[src/rtl/regfile_access_arbiter_pkg.sv]
// Shared constants and types for the register-file access arbiter.
package regfile_pkg;

   localparam int DEFAULT_DATA_WIDTH  = 16;
   localparam int DEFAULT_INDEX_WIDTH = 2;
   localparam int NUM_REGS            = 2 ** DEFAULT_INDEX_WIDTH;
   localparam int NUM_REQ             = 2;

   typedef enum logic {
      ARB_INIT,
      ARB_RUN
   } arb_state_t;

endpackage

[src/rtl/regfile_access_arbiter_if.sv]
// Request/response bus between the two requesters and the arbiter.
// Per-requester fields are packed side by side, requester i at slice i.
interface regfile_access_arbiter_if
   import regfile_pkg::*;
#(
   parameter int DATA_WIDTH  = DEFAULT_DATA_WIDTH,
   parameter int INDEX_WIDTH = DEFAULT_INDEX_WIDTH
);

   logic [NUM_REQ-1:0]             req_valid;
   logic [NUM_REQ-1:0]             req_ready;
   logic [NUM_REQ-1:0]             req_write;
   logic [NUM_REQ*INDEX_WIDTH-1:0] req_index;
   logic [NUM_REQ*DATA_WIDTH-1:0]  req_wdata;
   logic [NUM_REQ-1:0]             rsp_valid;
   logic [NUM_REQ-1:0]             rsp_ready;
   logic [NUM_REQ*DATA_WIDTH-1:0]  rsp_rdata;

   modport master (
      output req_valid, req_write, req_index, req_wdata, rsp_ready,
      input  req_ready, rsp_valid, rsp_rdata
   );

   modport slave (
      input  req_valid, req_write, req_index, req_wdata, rsp_ready,
      output req_ready, rsp_valid, rsp_rdata
   );

endinterface

[src/rtl/regfile_access_arbiter_rr.sv]
// Two-way round-robin grant: a lone eligible requester wins outright,
// a tie goes to rr_ptr, and the loser of each grant gets priority next.
module rr_arbiter2 (
   input  logic       clk,
   input  logic       reset,
   input  logic [1:0] elig,
   output logic [1:0] grant
);

   logic rr_ptr;

   // One-hot grant from the eligible set, tie broken by rr_ptr
   always_comb begin
      grant = elig;
      if (elig == 2'b11) begin
         grant = rr_ptr ? 2'b10 : 2'b01;
      end
   end

   // Hand priority to the requester that was not just served
   always_ff @(posedge clk or negedge reset) begin
      if (!reset) begin
         rr_ptr <= 1'b0;
      end else if (grant != 2'b00) begin
         rr_ptr <= grant[0];
      end
   end

endmodule

[src/rtl/regfile_access_arbiter.sv]
// Shares a 1R/1W register file between two requesters. After reset an
// optional init pass fills every register, then round-robin arbitration
// serves posted writes and registered read responses.
module regfile_access_arbiter
   import regfile_pkg::*;
#(
   parameter int                    DATA_WIDTH  = DEFAULT_DATA_WIDTH,
   parameter int                    INDEX_WIDTH = DEFAULT_INDEX_WIDTH,
   parameter int                    INIT_EN     = 1,
   parameter logic [DATA_WIDTH-1:0] INIT_VALUE  = '0
) (
   input  logic                   clk,
   input  logic                   reset,
   regfile_access_arbiter_if.slave bus,
   output logic [INDEX_WIDTH-1:0] rf_read_index,
   input  logic [DATA_WIDTH-1:0]  rf_read_data,
   output logic [INDEX_WIDTH-1:0] rf_write_index,
   output logic                   rf_write_enable,
   output logic [DATA_WIDTH-1:0]  rf_write_data,
   output logic                   init_done
);

   localparam logic [INDEX_WIDTH-1:0] LAST_INDEX = '1;

   arb_state_t                    state;
   arb_state_t                    state_next;
   logic [INDEX_WIDTH-1:0]        init_cnt;
   logic [NUM_REQ-1:0]            elig;
   logic [NUM_REQ-1:0]            grant;
   logic                          sel_write;
   logic [INDEX_WIDTH-1:0]        sel_index;
   logic [DATA_WIDTH-1:0]         sel_wdata;
   logic [NUM_REQ-1:0]            rsp_valid_q;
   logic [NUM_REQ*DATA_WIDTH-1:0] rsp_rdata_q;

   // A read may only be granted if its response slot is free or draining now
   always_comb begin
      elig = '0;
      if (reset && state == ARB_RUN) begin
         for (int i = 0; i < NUM_REQ; i++) begin
            elig[i] = bus.req_valid[i] &&
                      (bus.req_write[i] || !rsp_valid_q[i] || bus.rsp_ready[i]);
         end
      end
   end

   rr_arbiter2 u_rr (
      .clk   (clk),
      .reset (reset),
      .elig  (elig),
      .grant (grant)
   );

   assign bus.req_ready = grant;
   assign bus.rsp_valid = rsp_valid_q;
   assign bus.rsp_rdata = rsp_rdata_q;

   assign sel_write = grant[1] ? bus.req_write[1] : bus.req_write[0];
   assign sel_index = grant[1] ? bus.req_index[INDEX_WIDTH +: INDEX_WIDTH]
                               : bus.req_index[0 +: INDEX_WIDTH];
   assign sel_wdata = grant[1] ? bus.req_wdata[DATA_WIDTH +: DATA_WIDTH]
                               : bus.req_wdata[0 +: DATA_WIDTH];

   // Next state and register-file port mux; everything idles to 0 in reset
   always_comb begin
      state_next      = state;
      rf_write_enable = 1'b0;
      rf_write_index  = '0;
      rf_write_data   = '0;
      rf_read_index   = '0;
      if (state == ARB_INIT && (INIT_EN == 0 || init_cnt == LAST_INDEX)) begin
         state_next = ARB_RUN;
      end
      if (reset) begin
         if (state == ARB_INIT) begin
            if (INIT_EN != 0) begin
               rf_write_enable = 1'b1;
               rf_write_index  = init_cnt;
               rf_write_data   = INIT_VALUE;
            end
         end else if (grant != '0) begin
            if (sel_write) begin
               rf_write_enable = 1'b1;
               rf_write_index  = sel_index;
               rf_write_data   = sel_wdata;
            end else begin
               rf_read_index = sel_index;
            end
         end
      end
   end

   // State register, init counter and the registered init_done flag
   always_ff @(posedge clk or negedge reset) begin
      if (!reset) begin
         state     <= ARB_INIT;
         init_cnt  <= '0;
         init_done <= 1'b0;
      end else begin
         state     <= state_next;
         init_done <= (state_next == ARB_RUN);
         if (state == ARB_INIT) begin
            init_cnt <= init_cnt + 1'b1;
         end
      end
   end

   // Capture read data on grant; otherwise drop valid once it is consumed
   always_ff @(posedge clk or negedge reset) begin
      if (!reset) begin
         rsp_valid_q <= '0;
         rsp_rdata_q <= '0;
      end else begin
         for (int i = 0; i < NUM_REQ; i++) begin
            if (grant[i] && !bus.req_write[i]) begin
               rsp_valid_q[i]                          <= 1'b1;
               rsp_rdata_q[i*DATA_WIDTH +: DATA_WIDTH] <= rf_read_data;
            end else if (rsp_valid_q[i] && bus.rsp_ready[i]) begin
               rsp_valid_q[i] <= 1'b0;
            end
         end
      end
   end

endmodule

[src/flat_wrapper.sv]
// flat-port wrapper written by rule: the top's interface ports become plain ports
module regfile_access_arbiter_flat import regfile_pkg::*;
#(
   parameter int                    DATA_WIDTH  = DEFAULT_DATA_WIDTH,
   parameter int                    INDEX_WIDTH = DEFAULT_INDEX_WIDTH,
   parameter int                    INIT_EN     = 1,
   parameter logic [DATA_WIDTH-1:0] INIT_VALUE  = '0
)
  (clk, reset, rf_read_index, rf_read_data, rf_write_index, rf_write_enable, rf_write_data, init_done, bus_req_valid, bus_req_write, bus_req_index, bus_req_wdata, bus_rsp_ready, bus_req_ready, bus_rsp_valid, bus_rsp_rdata);
  regfile_access_arbiter_if #(.DATA_WIDTH(DATA_WIDTH), .INDEX_WIDTH(INDEX_WIDTH)) bus_i ();
  input  logic clk;
  input  logic reset;
  output logic [INDEX_WIDTH-1:0] rf_read_index;
  input  logic [DATA_WIDTH-1:0] rf_read_data;
  output logic [INDEX_WIDTH-1:0] rf_write_index;
  output logic rf_write_enable;
  output logic [DATA_WIDTH-1:0] rf_write_data;
  output logic init_done;
  input wire logic [$bits(bus_i.req_valid)-1:0] bus_req_valid;
  input wire logic [$bits(bus_i.req_write)-1:0] bus_req_write;
  input wire logic [$bits(bus_i.req_index)-1:0] bus_req_index;
  input wire logic [$bits(bus_i.req_wdata)-1:0] bus_req_wdata;
  input wire logic [$bits(bus_i.rsp_ready)-1:0] bus_rsp_ready;
  output wire logic [$bits(bus_i.req_ready)-1:0] bus_req_ready;
  output wire logic [$bits(bus_i.rsp_valid)-1:0] bus_rsp_valid;
  output wire logic [$bits(bus_i.rsp_rdata)-1:0] bus_rsp_rdata;
  assign bus_i.req_valid = bus_req_valid;
  assign bus_i.req_write = bus_req_write;
  assign bus_i.req_index = bus_req_index;
  assign bus_i.req_wdata = bus_req_wdata;
  assign bus_i.rsp_ready = bus_rsp_ready;
  assign bus_req_ready = bus_i.req_ready;
  assign bus_rsp_valid = bus_i.rsp_valid;
  assign bus_rsp_rdata = bus_i.rsp_rdata;
  regfile_access_arbiter #(.DATA_WIDTH(DATA_WIDTH), .INDEX_WIDTH(INDEX_WIDTH), .INIT_EN(INIT_EN), .INIT_VALUE(INIT_VALUE)) u_core (.clk(clk), .reset(reset), .bus(bus_i), .rf_read_index(rf_read_index), .rf_read_data(rf_read_data), .rf_write_index(rf_write_index), .rf_write_enable(rf_write_enable), .rf_write_data(rf_write_data), .init_done(init_done));
endmodule
[config.mk]
export PLATFORM = sky130hd
export DESIGN_NAME = regfile_access_arbiter_flat
export DESIGN_NICKNAME = d
export VERILOG_FILES = /design/src/rtl/regfile_access_arbiter_pkg.sv /design/src/rtl/regfile_access_arbiter_if.sv /design/src/rtl/regfile_access_arbiter_rr.sv /design/src/rtl/regfile_access_arbiter.sv /design/src/flat_wrapper.sv
export SDC_FILE = /design/constraint.sdc
export NUM_CORES = 1
export LEC_CHECK = 0
export CAP_MARGIN = 20
export CORE_MARGIN = 1
export CORE_UTILIZATION = 65
export CTS_CLUSTER_SIZE = 14
export DETAILED_ROUTE_END_ITERATION = 10
export DONT_BUFFER_PORTS = 1
export PLACE_DENSITY = 0.81
export SYNTH_ARGS = -nofsm -noshare
export SYNTH_HDL_FRONTEND = slang
export SYNTH_HIERARCHICAL = 1
export SYNTH_SLANG_ARGS = --single-unit
[constraint.sdc]
create_clock -name clk -period 3.35 [get_ports clk]
set_input_delay 0.5025 -clock clk [delete_from_list [all_inputs] [get_ports clk]]
set_output_delay 0.5025 -clock clk [all_outputs]
set_load 0.01 [all_outputs]
==> results of run 1 <==
## sequential cells by signal, summed over array words and instances (netlist names)
signal / flops
u_core/bus.rsp_rdata: 32
u_core/bus.rsp_valid: 2
u_core/init_cnt: 2
u_core/state: 1
u_core/u_rr/rr_ptr: 1
## per-stage QoR
step                      hold WS, ns  instance area, µm²  setup slack (ns)  std cells
after floorplan                 0.207                1860             0.768        182
after global placement          0.208                1870             0.889        207
after detailed placement        0.208                1870             0.794        207
after CTS                       0.264                1950             0.433        217
after global routing            0.264                1950             0.301        217
final                           0.279                1950             0.423        217
## report_power, final
group	total [mW]	internal, mW	leakage, nW	switching (mW)
Combinational	0.160	0.0782	0.434	0.0815
Sequential	0.643	0.544	0.460	0.0990
Clock	0.222	0.0825	0.0322	0.139
Total	1.02	0.705	0.926	0.320
## cell families (layout without fill, tap and decap cells)
family | count (synthesis) | in the layout | share of synthesized area
xor+xnor | 1 | 1 | 0.00470
compound gates | 13 | 13 | 0.0617
simple gates | 83 | 83 | 0.185
flops | 38 | 38 | 0.510
buf+inv | 13 | 17 | 0.0436
fa+ha+maj | 1 | 1 | 0.00671
mux | 33 | 33 | 0.189
## Yosys cell counts
| master | number |
|---|---|
| a21oi_1 | 3 |
| mux2_2 | 17 |
| and2_1 | 1 |
| buf_4 | 3 |
| buf_2 | 5 |
| nor2b_1 | 5 |
| buf_6 | 2 |
| nor2_1 | 20 |
| a21boi_0 | 1 |
| or2_2 | 1 |
| o31ai_2 | 1 |
| mux2i_1 | 16 |
| o21bai_4 | 1 |
| inv_1 | 3 |
| ha_1 | 1 |
| dfrtp_1 | 38 |
| a22oi_1 | 1 |
| nand2_1 | 51 |
| a211oi_1 | 2 |
| nand2b_1 | 4 |
| and3b_1 | 1 |
| a21boi_1 | 1 |
| xnor2_1 | 1 |
| o2111a_1 | 2 |
| o2bb2ai_1 | 1 |
## worst register-to-register path, stage by stage, from the launching register on
cell and delay, ns:
dfrtp_1 0.62, o2111a_1 0.29, a21boi_2 0.19, buf_4 0.34
nor2b_1 0.22, buf_4 0.28, mux2_2 0.38
## area by class of cell
| cell class | count | area [µm²] | area share |
|---|---|---|---|
| multi-input cells | 131 | 836 | 0.428 |
| well taps | 31 | 38.8 | 0.0199 |
| inverters | 3 | 11.3 | 0.00577 |
| repair buffers | 6 | 60.1 | 0.0308 |
| flip-flops and latches | 38 | 951 | 0.487 |
| clock inverters | 2 | 13.8 | 0.00705 |
| clock buffers | 6 | 41.3 | 0.0212 |
## routing by layer
layer,wire length [µm],global-route usage,part of all wire
met1,1610,0.346,0.40
met4,23,0.0536,0.0057
met5,0,0,0
met3,454,0.0773,0.11
met2,1970,0.425,0.49
## worst paths after layout
path,endpoint,slack (ns)
min in group asynchronous,u_core/u_rr/rr_ptr,0.64
max in group asynchronous,u_core/state,2.53
worst min register to register,u_core/init_cnt[0],0.51
worst max register to register,u_core/bus.rsp_rdata[22],0.93
worst min-delay path,u_core/bus.rsp_rdata[14],0.28
worst max-delay path,rf_read_index[0],0.42
==> impl_metrics.yaml, run 1 <==
worst_setup_path:
  critPathLaunch: "u_core/state"
  slowest_stage: "dfrtp_1"
  worst_setup_path_end_kind: "primary output"
  cp.required_ns: 2.85
  cp.depth: 7
  worstReg2RegStart: "u_core/state"
  cp-start-kind: "flip-flop"
  path_max_fanout: 18
  critPathTopFamily: "compound AO/OA/AOI/OAI gates"
  worstPathArrival_ns: 2.42
  crit_type: "reg -> out"
  cpPeakStageDelay_ns: 0.62
  reg2reg_depth: 6
  cp.buffers_inverters: 2
  path_cells: "o2111a_1 -> a21boi_0 -> buf_4 -> nor2b_1 -> buf_4 -> o2bb2ai_1 -> nor2b_1"
die:
  die_h_um: 55.6
  die_w_um: 55.6
  core-area_um2: 2730
  die_area_um2: 3090
  initial_core_util: 0.682
  ios: 118
  rows: 19
routing:
  wire_per_inst_um: 18.7
  ant_nets: 0
  drc: 0
  drt_wl_total_um: 4060
  dr.pass1.iters: 4
  vias: 1326
  viasPerCell: 6.11
  drtIter0Drc: 110
sta:
  timing.fmax_mhz: 342
  worst_slew_pin_slew_ns: 0.666
  period_share: 0.874
  slew_headroom: 0.556
  finalClockSkew_ns: 0.0118
  finalHoldViolCount: 0
  rsz0062_at_grt: "false"
  slew_violations: 0
  tns_ns: 0
  min_period_ns: 2.93
  setup_violations: 0
cts:
  path_clk_slew_ns: 0.11
  clkLatencyLatePin_ns: 0.32
  cts_resized: 0
  cts_hold_buf: 2
  post-cts-setup-buffers: 0
  htreeDepth: 2
  cts_root_buf: "clkbuf_4"
  cts_tree: "built"
  numClockSinks: 38
  cts_buffers: 5
  clk_path_buf_depth: 2
grt:
  grt_max_degree: 39
  grt_usage: 0.259
  antenna_found_initial: 0
  grt_pass1_vias: 1325
  grt_pass1_wl_um: 6110
  grt_overflow: 0
synthesis:
  synth_seq_area_share: 0.510
  yosysTopAreaCellShare: 0.510
  synth_top_area_cell: "dfrtp_1"
  synthCells: 182
  ys_top_cells_by_area: "dfrtp_1 51%, nand2_1 10%, mux2_2 10%"
  synth_nets: 243
  avgSynthCellArea_um2: 10.2
  synth-warning-count: 6
  synth_cell_types: 25
  syn-cell-area_um2: 1860
  ys_seq_elements: 38
power_and_ir_drop:
  p_leak_nw: 0.926
  total_power_mw: 1.02
  power_density_nw_per_um2: 525
  worst_ir_drop_vdd_uv: 389
placed_design:
  gp_congestion: 0.782
  dp_hpwl_um: 2930
  port_buffers: 0
final_layout:
  final_cell_mix: "51 x nand2_1, 38 x dfrtp_1, 20 x nor2_1"
  final_common_cell: "nand2_1"
  antenna_cells: 0
  area_growth_pct: 4.70
  drive_gt1_frac: 0.177
  filler_cell_count: 193
  final_nets: 246
  utilization: 0.714
run:
  drv_cap: 0
hold_path:
  worstHoldPathType: "in -> reg"
  hold_path_depth: 2
  worstHoldStart: "rf_read_data[14]"
outcome:
  outcome: "completed"
(Power assumes the default switching activity.)
==> run 2: changes to the inputs <==
- CAP_MARGIN: 20 -> 0
==> results of run 2 <==
Same layout as run 1: the final DEF is identical, and so are final timing and power.
==> run 3: changes to the inputs <==
- MAX_ROUTING_LAYER: default -> met4
==> impl_metrics.yaml, run 3 (synthesis results as in run 1) <==
worst_setup_path:
  cp.required_ns: 2.85
  path_max_fanout: 18
  crit_type: "reg -> out"
  worst_setup_path_end_kind: "primary output"
  worstPathArrival_ns: 2.42
  cp-start-kind: "flip-flop"
routing:
  drtIter0Drc: 96
  ant_nets: 0
  viasPerCell: 6.04
  drc: 0
  vias: 1310
  wire_per_inst_um: 18.5
  drt_wl_total_um: 4020
  dr.pass1.iters: 4
grt:
  grt_max_degree: 39
  met1_usage: 0.347
  antenna_found_initial: 0
  grt_use_met3: 0.0749
  top_usage_layer: "met2"
  grt_overflow: 0
  grt_pass1_vias: 1330
  grt_pass1_wl_um: 6110
  grt_usage: 0.267
  grt_use_met2: 0.425
cts:
  numClockSinks: 38
  cts_resized: 0
  cts_buffers: 5
  clk_path_buf_depth: 2
  cts_root_buf: "clkbuf_4"
  htreeDepth: 2
  path_clk_slew_ns: 0.11
  clkLatencyLatePin_ns: 0.32
  cts_tree: "built"
final_layout:
  drive_gt1_frac: 0.177
  final_area_um2: 1950
  final_cell_mix: "51 x nand2_1, 38 x dfrtp_1, 20 x nor2_1"
  area_growth_pct: 4.70
  largest_reg_flops: 32
  antenna_cells: 0
  final_common_cell: "nand2_1"
  final_nets: 246
die:
  die_w_um: 55.6
  core-area_um2: 2730
  die_area_um2: 3090
  die_h_um: 55.6
  initial_core_util: 0.682
  ios: 118
  rows: 19
sta:
  slew_violations: 0
  rsz0062_at_grt: "false"
  timing.fmax_mhz: 342
  worst_slew_pin_slew_ns: 0.661
  min_period_ns: 2.92
  slew_headroom: 0.559
  setup_violations: 0
  tns_ns: 0
  finalClockSkew_ns: 0.0120
  period_share: 0.873
  finalHoldViolCount: 0
placed_design:
  gp_congestion: 0.793
  place_area_um2: 1870
  port_buffers: 0
  dp_hpwl_um: 2930
outcome:
  outcome: "completed"
power_and_ir_drop:
  worst_ir_drop_vdd_uv: 388
  power_density_nw_per_um2: 525
  p_leak_nw: 0.926
run:
  drv_cap: 0
hold_path:
  worstHoldPathType: "in -> reg"
-- run 3: cell counts in the layout (fill, tap and decap cells not counted) --
No cell type changed its count.
-- run 3: where the power goes --
group	total (mW)	internal [mW]	switching, mW
clock network	0.222	0.0825	0.139
registers	0.643	0.544	0.0989
logic	0.159	0.0782	0.0812
total	1.02	0.705	0.320
-- run 3: layout make-up --
cell class / instances / area [µm²]
Sequential cell: 38 / 951
Multi-Input combinational cell: 131 / 836
Fill cell: 193 / 782
Timing Repair Buffer: 6 / 60.1
Clock buffer: 6 / 41.3
Tap cell: 31 / 38.8
Clock inverter: 2 / 13.8
Inverter: 3 / 11.3
-- run 3: worst paths after layout --
path | slack, ns | end | cells past startpoint | startpoint
max | 0.43 | rf_read_index[0] | 7 | u_core/state
min | 0.28 | u_core/bus.rsp_rdata[14] | 2 | rf_read_data[14]
max reg2reg | 0.93 | u_core/bus.rsp_rdata[22] | 6 | u_core/state
min reg2reg | 0.51 | u_core/init_cnt[0] | 1 | u_core/init_cnt[0]
max in group asynchronous | 2.52 | u_core/state | 2 | reset
min in group asynchronous | 0.64 | u_core/u_rr/rr_ptr | 2 | reset
-- run 3: critical path: stages (launching register included) --
cell	delay, ns
dfrtp_1	0.62
o2111a_1	0.32
a21boi_0	0.23
buf_4	0.18
nor2b_1	0.12
buf_4	0.25
o2bb2ai_1	0.14
nor2b_1	0.26
-- run 3: timing repair --
item	4_1_cts	5_1_grt
hold buffers	2	0
buffers inserted	0	0
endpoints found under the hold margin	38	0
-- run 3: through the flow --
step | utilization | cells | power [mW] | hold slack (ns) | setup WS, ns
floorplan | - | 182 | 0.766 | 0.207 | 0.768
global placement | 0.683 | 207 | 0.788 | 0.208 | 0.889
detailed placement | 0.683 | 207 | 0.801 | 0.208 | 0.794
CTS | 0.714 | 217 | 1.04 | 0.264 | 0.433
global route | 0.714 | 217 | 1.07 | 0.264 | 0.301
finish | 0.714 | 217 | 1.02 | 0.279 | 0.426
-- run 3: metal layers --
layer,vias up,share of wire
li1,600,-
met1,616,0.40
met2,90,0.49
met3,4,0.10
met4,0,0.0085
met5,-,0
